### src/rtl/exmem_skid_stage.sv
// EXE->MEM pipeline stage: valid/ready handshake with a 2-entry skid buffer,
// synchronous flush, and a saturating back-pressure cycle counter.
//
// state | meaning ({skid_v, main_v})
// EMPTY | 00: no entry held, in_ready=1
// FULL  | 01: main entry presented to MEM, in_ready=1
// SKID  | 11: main presented, skid holds the next entry, in_ready=0
module exmem_skid_stage #(
  parameter int DW   = 101,
  parameter int CW   = 5,
  parameter int CNTW = 16
) (
  input  logic            clk,
  input  logic            rst,
  input  logic            flush,
  input  logic            in_valid,
  output logic            in_ready,
  input  logic [DW-1:0]   in_data,
  input  logic [CW-1:0]   in_ctrl,
  output logic            out_valid,
  input  logic            out_ready,
  output logic [DW-1:0]   out_data,
  output logic [CW-1:0]   out_ctrl,
  output logic [CNTW-1:0] stall_cnt,
  input  logic            clr_cnt
);

  logic          main_v, skid_v;
  logic [DW-1:0] main_data, skid_data;
  logic [CW-1:0] main_ctrl, skid_ctrl;
  logic          accept, drain;

  // in_ready comes straight off the skid flop, so out_ready never reaches it
  assign in_ready  = ~skid_v;
  assign accept    = in_valid & in_ready;
  assign drain     = main_v & out_ready;

  assign out_valid = main_v;
  assign out_data  = main_data;
  assign out_ctrl  = main_ctrl;

  always_ff @(posedge clk) begin
    if (rst) begin
      main_v    <= 1'b0;
      skid_v    <= 1'b0;
      main_data <= '0;
      skid_data <= '0;
      main_ctrl <= '0;
      skid_ctrl <= '0;
    end else if (flush) begin
      main_v    <= 1'b0;
      skid_v    <= 1'b0;
      main_ctrl <= '0;
      skid_ctrl <= '0;
    end else if (skid_v) begin
      if (drain) begin
        main_data <= skid_data;
        main_ctrl <= skid_ctrl;
        skid_v    <= 1'b0;
        skid_ctrl <= '0;
      end
    end else if (accept && (!main_v || drain)) begin
      main_v    <= 1'b1;
      main_data <= in_data;
      main_ctrl <= in_ctrl;
    end else if (accept) begin
      skid_v    <= 1'b1;
      skid_data <= in_data;
      skid_ctrl <= in_ctrl;
    end else if (drain) begin
      // bubble must never carry memWrite/wen
      main_v    <= 1'b0;
      main_ctrl <= '0;
    end
  end

  always_ff @(posedge clk) begin
    if (rst || clr_cnt) begin
      stall_cnt <= '0;
    end else if (main_v && !out_ready && (stall_cnt != {CNTW{1'b1}})) begin
      stall_cnt <= stall_cnt + CNTW'(1);
    end
  end

endmodule

### config.mk
export PLATFORM = sky130hd
export DESIGN_NAME = exmem_skid_stage
export DESIGN_NICKNAME = d
export VERILOG_FILES = /design/src/rtl/exmem_skid_stage.sv
export SDC_FILE = /design/constraint.sdc
export NUM_CORES = 1
export LEC_CHECK = 0
export ABC_AREA = 1
export CAP_MARGIN = 40
export CELL_PAD_IN_SITES_DETAIL_PLACEMENT = 0
export CELL_PAD_IN_SITES_GLOBAL_PLACEMENT = 2
export CORE_MARGIN = 1
export CORE_UTILIZATION = 30
export CTS_BUF_LIST = sky130_fd_sc_hd__clkbuf_4
export DETAILED_ROUTE_END_ITERATION = 6
export PLACE_DENSITY_LB_ADDON = 0.1
export SYNTH_ARGS = -nofsm -noshare
export SYNTH_HDL_FRONTEND = slang
export SYNTH_SLANG_ARGS = --single-unit
export TNS_END_PERCENT = 20
### constraint.sdc
create_clock -name clk -period 2.7 [get_ports clk]
set_clock_uncertainty 0.2 [all_clocks]
set_input_delay 0.54 -clock clk [delete_from_list [all_inputs] [get_ports clk]]
set_output_delay 0.54 -clock clk [all_outputs]
set_load 0.02 [all_outputs]
Yosys cells after proc, flatten, opt, wreduce, memory -nomap -nowiden
Index checks and enable logic that the tools add are counted.
{"block": "op_classes", "addsub": 1, "n_eq_ne": 5, "muxes": 18, "n_bitwise": 5, "reduce_logical": 16}
{"cell": "101-bit two-way mux", "count": 3}
{"cell": "5-bit two-way mux", "count": 8}
{"cell": "16-bit by 1-bit adder with 16-bit output (second input constant)", "count": 1}
{"cell": "16-bit != test (second input constant)", "count": 1}
{"cell": "3-bit AND reduction", "count": 4}
{"cell": "1-bit two-way mux", "count": 7}
{"cell": "2-bit nonzero test", "count": 3}
{"cell": "2-bit by 1-bit != test with 1-bit output (second input constant)", "count": 2}
{"cell": "4-bit AND reduction", "count": 1}
{"cell": "1-bit logical AND", "count": 3}
{"cell": "3-bit by 2-bit != test with 1-bit output (second input constant)", "count": 1}
{"cell": "1-bit inverter", "count": 3}
{"cell": "1-bit AND", "count": 2}
{"cell": "1-bit logical NOT", "count": 2}
{"cell": "1-bit logical OR", "count": 2}
{"cell": "2-bit != test (second input constant)", "count": 1}
{"cell": "2-bit OR reduction", "count": 1}
{"block": "word_totals", "ff_bits": 230, "input_bits": 112, "output_inout_bits": 124, "word_cells": 52}

Longest topological paths before layout
Gate-level depths: netlist of run 1.
{"block": "logic_depth", "ltp_word": 5, "ltp_mapped": 9, "mapped_depth_nobuf": 9}

Worst setup path before layout of run 1
OpenSTA, ideal clock, no wires.
{"block": "synth_timing", "path_type": "reg-to-reg", "startpoint": "register stall_cnt[0]", "endpoint": "register stall_cnt[10]", "setup_ns": 0.113, "arrival_ns": 1.538, "t_required_ns": 2.387, "setup_slack_ns": 0.849, "path_stages_with_launch": 9, "path_buffers": 0, "synth_period_minus_slack_ns": 1.851, "path_cell_list": "dfxtp_1 -> ha_1 -> nand3_1 -> nor2_1 -> nand2_2 -> nand2_1 -> nand2_1 -> nand2_1 -> nor2_1"}
{"block": "synth_via", "elab_chain_cells": 2, "elab_cells_between_ends": 3, "classes_between": "1 x add/sub; 1 x eq/ne; 1 x reduce/logical"}
{"element": "start: declaration", "line_no": "24", "rtl": "output logic [CNTW-1:0] stall_cnt,"}
{"element": "start signal: assignment", "line_no": "81", "rtl": "stall_cnt <= stall_cnt + CNTW'(1);"}
{"element": "parallel branches: the longest is 2 deep, another holds 16-bit by 1-bit adder with 16-bit output"}
Several ways; the timed one is not identified.
A chain may end at the register's enable or synchronous reset.

Final worst setup path of run 1
{"block": "layout_timing", "startpoint": "register skid_v", "endpoint": "output in_ready"}
{"block": "layout_via", "elab_chain_cells": 1}
{"element": "start: declaration", "line_no": "28", "rtl": "logic main_v, skid_v;"}
{"element": "start signal: assignment", "line_no": "45", "rtl": "skid_v <= 1'b0;"}
{"element": "start signal: assignment", "line_no": "52", "rtl": "skid_v <= 1'b0;"}
{"element": "start signal: assignment", "line_no": "59", "rtl": "skid_v <= 1'b0;"}
{"element": "1-bit inverter (no line)"}
{"element": "end: declaration", "line_no": "17", "rtl": "output logic in_ready,"}
No other way between the ends.

==> impl_metrics.tcl, run 1 <==
set metrics [dict create \
    hold_path_class "in -> reg" \
    power_frac_seq_pct 45.4 \
    syn_area_um2 9700 \
    cts_resized 0 \
    p_sw_uw 2070 \
    syn_inst 1398 \
    worst-r2r-setup-slack_ns 0.77 \
    globalplace.congestion 0.762 \
    final_common_cell "nand2_1" \
    preCtsSetupSlack_ns 0.104 \
    rsz0062_at_grt "no" \
    ys_seq_area_share_pct 47.5 \
    yosys_warnings 0 \
    reg2reg_to "stall_cnt[10]" \
    yosysTopAreaCell "dfxtp_1" \
    slew_headroom_pct 55.9 \
    clkSinkCount 230 \
    die_area_um2 33100 \
    cts_root_buffer "clkbuf_4" \
    dp_hpwl_um 19100 \
    required_ns 1.96 \
    criticalPathCategory "reg -> out" \
    synth.avg_cell_area_um2 6.94 \
    nFillCells 3389 \
    final_cell_mix "337 x nand2_1, 259 x nor2_1, 234 x clkdlybuf4s50_1" \
    path_max_fanout 7 \
    utilization_pct 41.6 \
    cts_tree "built" \
    worst_pin_slew_ns 0.661 \
    ant_nets 0 \
    grt_pass1_wl_um 49500 \
    p_comb_share_pct 12.5 \
    htree_num_levels 3 \
    holdCritStartpoint "rst" \
    finalSetupViolations 0 \
    ir_drop_mv 0.279 \
    pwr-share-clk_pct 42.1 \
    p_per_area_nw_per_um2 598 \
    gr-total-overflow 0 \
    drcViolationCount 0 \
    p_int_uw 5830 \
    grt_antenna_before_repair 8 \
    period_share_pct 92.3 \
    ys_types 23 \
    min_period_ns 2.49 \
    end_kind "output pin" \
    r2r_start "stall_cnt[0]" \
    routedWlPerCell_um 15.0 \
    io_buffers 235 \
    crit_arrival_ns 1.75 \
    core_um2 31700 \
    ios 236 \
    start_util_pct 30.6 \
    max_freq_mhz 401 \
    numCtsBuffers 70 \
    via_per_inst 4.65 \
    crit_start "skid_v" \
    p_total_uw 7890 \
    via_count 9639 \
    holdPathEnd "skid_data[51]" \
    die_h_um 182 \
    die_w_um 182 \
    critPathLaunchType "flop" \
    grt_use_total_pct 18.7 \
    swShare_pct 26.2 \
    setup_tns_ns 0 \
    drive_gt1_share_pct 8.10 \
    reg2reg_depth 9 \
    whs_path_depth 2 \
    holdBufCountCts 0 \
    clockBufferDepth 3 \
    post_cts_buffers 0 \
    wirelength_um 31100 \
    final_max_slew_viol_count 0 \
    place_inst 1964 \
    drtIter0Drc 370 \
    synth_area_leaders "dfxtp_1 47%, nand2_1 13%, o21ai_0 10%, nor2_1 10%, a21oi_1 5.6%" \
    syn_nets 1511 \
    fin_ws_ns 0.208 \
    cap_violations 0 \
    p_leak_uw 0.00537 \
    grt_max_degree 152 \
    clk_pin_slew_ns 0.06 \
    clkLatencyLatePin_ns 0.64 \
    status "finished, final reports clean" \
    grt_pass1_vias 9180 \
    fin_cells 2073 \
    area_delta_synth_final_pct 35.9 \
    fp-row-count 65 \
    ys_seq_elements 230 \
    drt-pass1-iter-count 5 \
    finalHoldViolCount 0 \
    synth_top_area_share_pct 47.5 \
    nets 1747 \
]
## layout make-up
class / count / area [um2] / area share, %
antenna: 4 / 10.0 / 0.0759
clock buffer: 93 / 698 / 5.30
clock inverter: 12 / 124 / 0.939
inverter: 75 / 288 / 2.18
multi-input combinational: 997 / 4330 / 32.9
sequential: 230 / 4610 / 34.9
tap: 402 / 503 / 3.81
timing repair buffer: 260 / 2620 / 19.9
## state kept, by name (all words and copies together), names as in the netlist
signal     count
out_data     101
skid_data    101
stall_cnt     16
out_ctrl       5
skid_ctrl      5
out_valid      1
skid_v         1
## stage by stage
step | instance area (um2) | hold WS, ns
3_5_place_dp | 12400 | 0.238
4_1_cts | 13200 | 0.0108
2_1_floorplan | 9700 | 0.225
3_3_place_gp | 12400 | 0.233
5_1_grt | 13200 | 0.0345
6_report | 13200 | 0.0760
## worst max-delay path by stage
stage / endpoint / slack, ns / depth (start not counted)
floorplan: stall_cnt[10] / 0.85 / 8
global placement: out_ctrl[4] / 0.14 / 8
detailed placement: out_data[37] / 0.10 / 9
CTS: in_ready / 0.12 / 2
global route: out_valid / 0.11 / 1
finish: in_ready / 0.21 / 2
## metal layers
metal,routed length (um),GRT usage (%),up-vias
met4,597,6.47,6
met3,2040,5.62,54
met5,44,0,-
met2,14100,30.1,257
met1,14300,23.8,4349
li1,-,-,4973
## critical path, stage by stage, from the launching register on
cell             delay [ns]
dfxtp_2                0.48
inv_4                  0.07
clkdlybuf4s50_1        0.56
## cell usage after synthesis (all sizes together)
master,n
inv,73
buf,47
o21ai,199
nor2,261
nand4,2
clkbuf,49
xor2,2
nand3,74
clkinv,2
o211a,5
ha,1
a21oi,110
dfxtp,230
nor3,3
nand2,340
## power groups by stage
stage                     logic (uW)  registers (uW)  clock network [uW]
after global routing            1080            3600                3660
after global placement           994            3660                   0
after CTS                       1000            3590                3470
after floorplan                  338            3780                   0
final                            984            3590                3320
after detailed placement         993            3660                   0
## cell families after synthesis
kind of cell               after synthesis  share of synthesized area [%]
and+or+nand+nor                        680                           27.7
AOI/OAI and AO/OA                      314                           16.5
DFF                                    230                           47.5
buffers and inverters                  171                           7.97
xor gates and xnor gates                 2                          0.181
adders and majority gates                1                          0.129
Note: power is estimated with default switching activity, not from simulation.
==> inputs of run 2 (changes only) <==
--- a/config.mk
+++ b/config.mk
@@ -5,14 +5,15 @@
 export SDC_FILE = /design/constraint.sdc
 export NUM_CORES = 1
 export LEC_CHECK = 0
-export ABC_AREA = 1
+export ABC_AREA = 0
 export CAP_MARGIN = 40
 export CELL_PAD_IN_SITES_DETAIL_PLACEMENT = 0
 export CELL_PAD_IN_SITES_GLOBAL_PLACEMENT = 2
 export CORE_MARGIN = 1
-export CORE_UTILIZATION = 30
+export CORE_UTILIZATION = 32
 export CTS_BUF_LIST = sky130_fd_sc_hd__clkbuf_4
 export DETAILED_ROUTE_END_ITERATION = 6
+export MAX_ROUTING_LAYER = met4
 export PLACE_DENSITY_LB_ADDON = 0.1
 export SYNTH_ARGS = -nofsm -noshare
 export SYNTH_HDL_FRONTEND = slang
==> run 2 against run 1 <==
Cell count decreased by 17%; worst setup slack got worse by 0.059 ns; power decreased by 1.1%; routed wire length decreased by 17%; cell area decreased by 2.2%; clock-buffer cell count increased by 3; sequential share of layout area increased by 0.82 points; die area decreased by 11%; global-route usage decreased by 0.75 points; worst hold slack improved by 0.17 ns; synthesized area decreased by 5.1%; utilization increased by 4.4 points; critical path type unchanged; largest cell class unchanged; highest routed layer is now met4.
==> impl_metrics.tcl, run 2 <==
set metrics [dict create \
    synth_common_cells "230 x dfxtp_1, 220 x nand2_1, 125 x a21oi_1" \
    synth.area.mux_share_pct 11.0 \
    yosysMostFrequentCell "dfxtp_1" \
    slew_headroom_pct 51.8 \
    period_share_pct 94.5 \
    p_leak_uw 0.00427 \
    fin_cells 1730 \
    ir_drop_mv 0.260 \
    finalHoldViolCount 0 \
    swShare_pct 25.6 \
    p_sw_uw 2000 \
    synthXorXnorAreaFrac_pct 0 \
    yosysTopAreaCell "dfxtp_1" \
    critPathLaunchType "flop" \
    slowest_delay_ns 0.68 \
    p_int_uw 5810 \
    grt.busiest_layer "met2" \
    cts_resized 0 \
    synth_flop_cell "dfxtp_1" \
    pwr-share-clk_pct 41.8 \
    synth_top_family_by_area "simple AND/OR/NAND/NOR gates" \
    async_flop_share_pct 0 \
    globalplace.congestion 0.752 \
    syn_nets 1173 \
    critical-path-top-delay-family "buffers and inverters" \
    drtIter0Drc 416 \
    grt_max_degree 145 \
    ys_types 38 \
    worst_path_max_delay_cell "clkdlybuf4s50_1" \
    final_common_cell "clkdlybuf4s50_1" \
    clk_pin_slew_ns 0.06 \
    cts_tree "built" \
    yosys_warnings 0 \
    synth_area_leaders "dfxtp_1 50%, mux2i_1 11%, nand2_1 9.0%, a211oi_1 8.2%, a21oi_1 6.8%" \
    status "finished, final reports clean" \
    min_period_ns 2.55 \
    path_cells "clkdlybuf4s50_1" \
    syn_inst 1060 \
    criticalPathCategory "reg -> out" \
    ys_seq_elements 230 \
    crit_arrival_ns 1.81 \
    routedWlPerCell_um 14.9 \
    ant_nets 0 \
    place_inst 1614 \
    die_h_um 172 \
    die_w_um 172 \
    syn_area_um2 9210 \
    synth-simple-area-share_pct 17.7 \
    via_count 8188 \
    drcViolationCount 0 \
    start_util_pct 32.9 \
    wirelength_um 25800 \
    p_total_uw 7800 \
    via_per_inst 4.73 \
    fp-row-count 61 \
    clockBufferDepth 3 \
    p_per_area_nw_per_um2 606 \
    nets 1418 \
    cts_root_buffer "clkbuf_4" \
    hold_path_class "reg -> reg" \
    synth_compound_area_share_pct 17.1 \
    grt_pass1_wl_um 40600 \
    htree_num_levels 3 \
    required_ns 1.96 \
    grt_antenna_before_repair 1 \
    die_area_um2 29500 \
    io_buffers 235 \
    p_comb_share_pct 12.3 \
    rsz0062_at_grt "no" \
    synthAdderAreaFrac_pct 0.136 \
    ys_seq_area_share_pct 50.0 \
    grtUsageMet1_pct 22.4 \
    use_met3_pct 6.58 \
    clkLatencyLatePin_ns 0.64 \
    area_delta_synth_final_pct 40.0 \
    core_um2 28000 \
    power_frac_seq_pct 45.9 \
    grt_use_total_pct 18.0 \
    worst_pin_slew_ns 0.723 \
    synth_edf_count 0 \
    synth_top_area_share_pct 50.0 \
    end_kind "output pin" \
    synth.avg_cell_area_um2 8.69 \
    gr-total-overflow 0 \
    dp_hpwl_um 16400 \
    crit_buf_inv 1 \
    setup_tns_ns 0 \
    drive_gt1_share_pct 10.3 \
    final_cell_mix "234 x clkdlybuf4s50_1, 229 x dfxtp_1, 220 x nand2_1" \
    grt_use_met2_pct 26.6 \
    finalSetupViolations 0 \
    clkSinkCount 230 \
    max_freq_mhz 392 \
    drt-pass1-iter-count 6 \
    final_max_slew_viol_count 0 \
    path_max_fanout 11 \
    ios 236 \
    numCtsBuffers 66 \
    grt_pass1_vias 7652 \
    cap_violations 0 \
]
run 2: cell count changes in the layout (fill, tap and decap cells not counted), moves of 68 or more:
cell and change:
o21ai_0 -185, nor2_1 -149, nand2_1 -117, a211oi_1 +101, mux2i_1 +101, nand3_1 -70
inv_1 -68
run 2: layout make-up:
class,count,area [um2]
fill,2846,15100
sequential,230,4610
multi-input combinational,743,4250
timing repair buffer,262,2710
clock buffer,96,721
tap,378,473
clock inverter,15,113
antenna,4,10.0
inverter,2,7.51
run 2: path summary, 6_finish.rpt:
path                                endpoint         start  cells past startpoint  slack [ns]
worst max-delay path               out_valid     out_valid                      1        0.15
worst min register to register  skid_ctrl[1]  skid_ctrl[1]                      2        0.25
worst max register to register  stall_cnt[2]  stall_cnt[0]                      5        0.63
worst min-delay path            skid_ctrl[1]  skid_ctrl[1]                      2        0.25
run 2: power groups by stage:
stage	registers (uW)	clock network [uW]	logic, uW
floorplan	3780	0	325
global placement	3660	0	966
detailed placement	3660	0	969
CTS	3590	3420	974
global route	3600	3620	1040
finish	3580	3260	960
run 2: kinds of logic (layout without fill, tap and decap cells):
family / count (synthesis) / in the layout
fa+ha+maj: 1 / 1
mux: 101 / 101
flops: 230 / 230
other cells: 0 / 4
simple gates: 387 / 387
compound gates: 254 / 254
buf+inv: 87 / 375
run 2: layer usage:
layer	share of wire (%)	wire length, um
met1	46	11800
met2	44	11400
met3	8.2	2110
met4	1.6	421
met5	0	0
run 2: what timing repair did:
item	in CTS	in global routing
hold buffers	1	0
buffers inserted	0	0
endpoints found under the hold margin	12	0
run 2: per-stage QoR:
stage / utilization, % / cell area [um2] / setup slack, ns / hold WS (ns)
floorplan: - / 9210 / 0.681 / 0.229
global placement: 42.8 / 12000 / 0.138 / 0.238
detailed placement: 43.0 / 12000 / 0.107 / 0.240
CTS: 46.0 / 12900 / 0.0766 / 0.198
global route: 46.0 / 12900 / 0.00747 / 0.208
finish: 46.0 / 12900 / 0.149 / 0.246
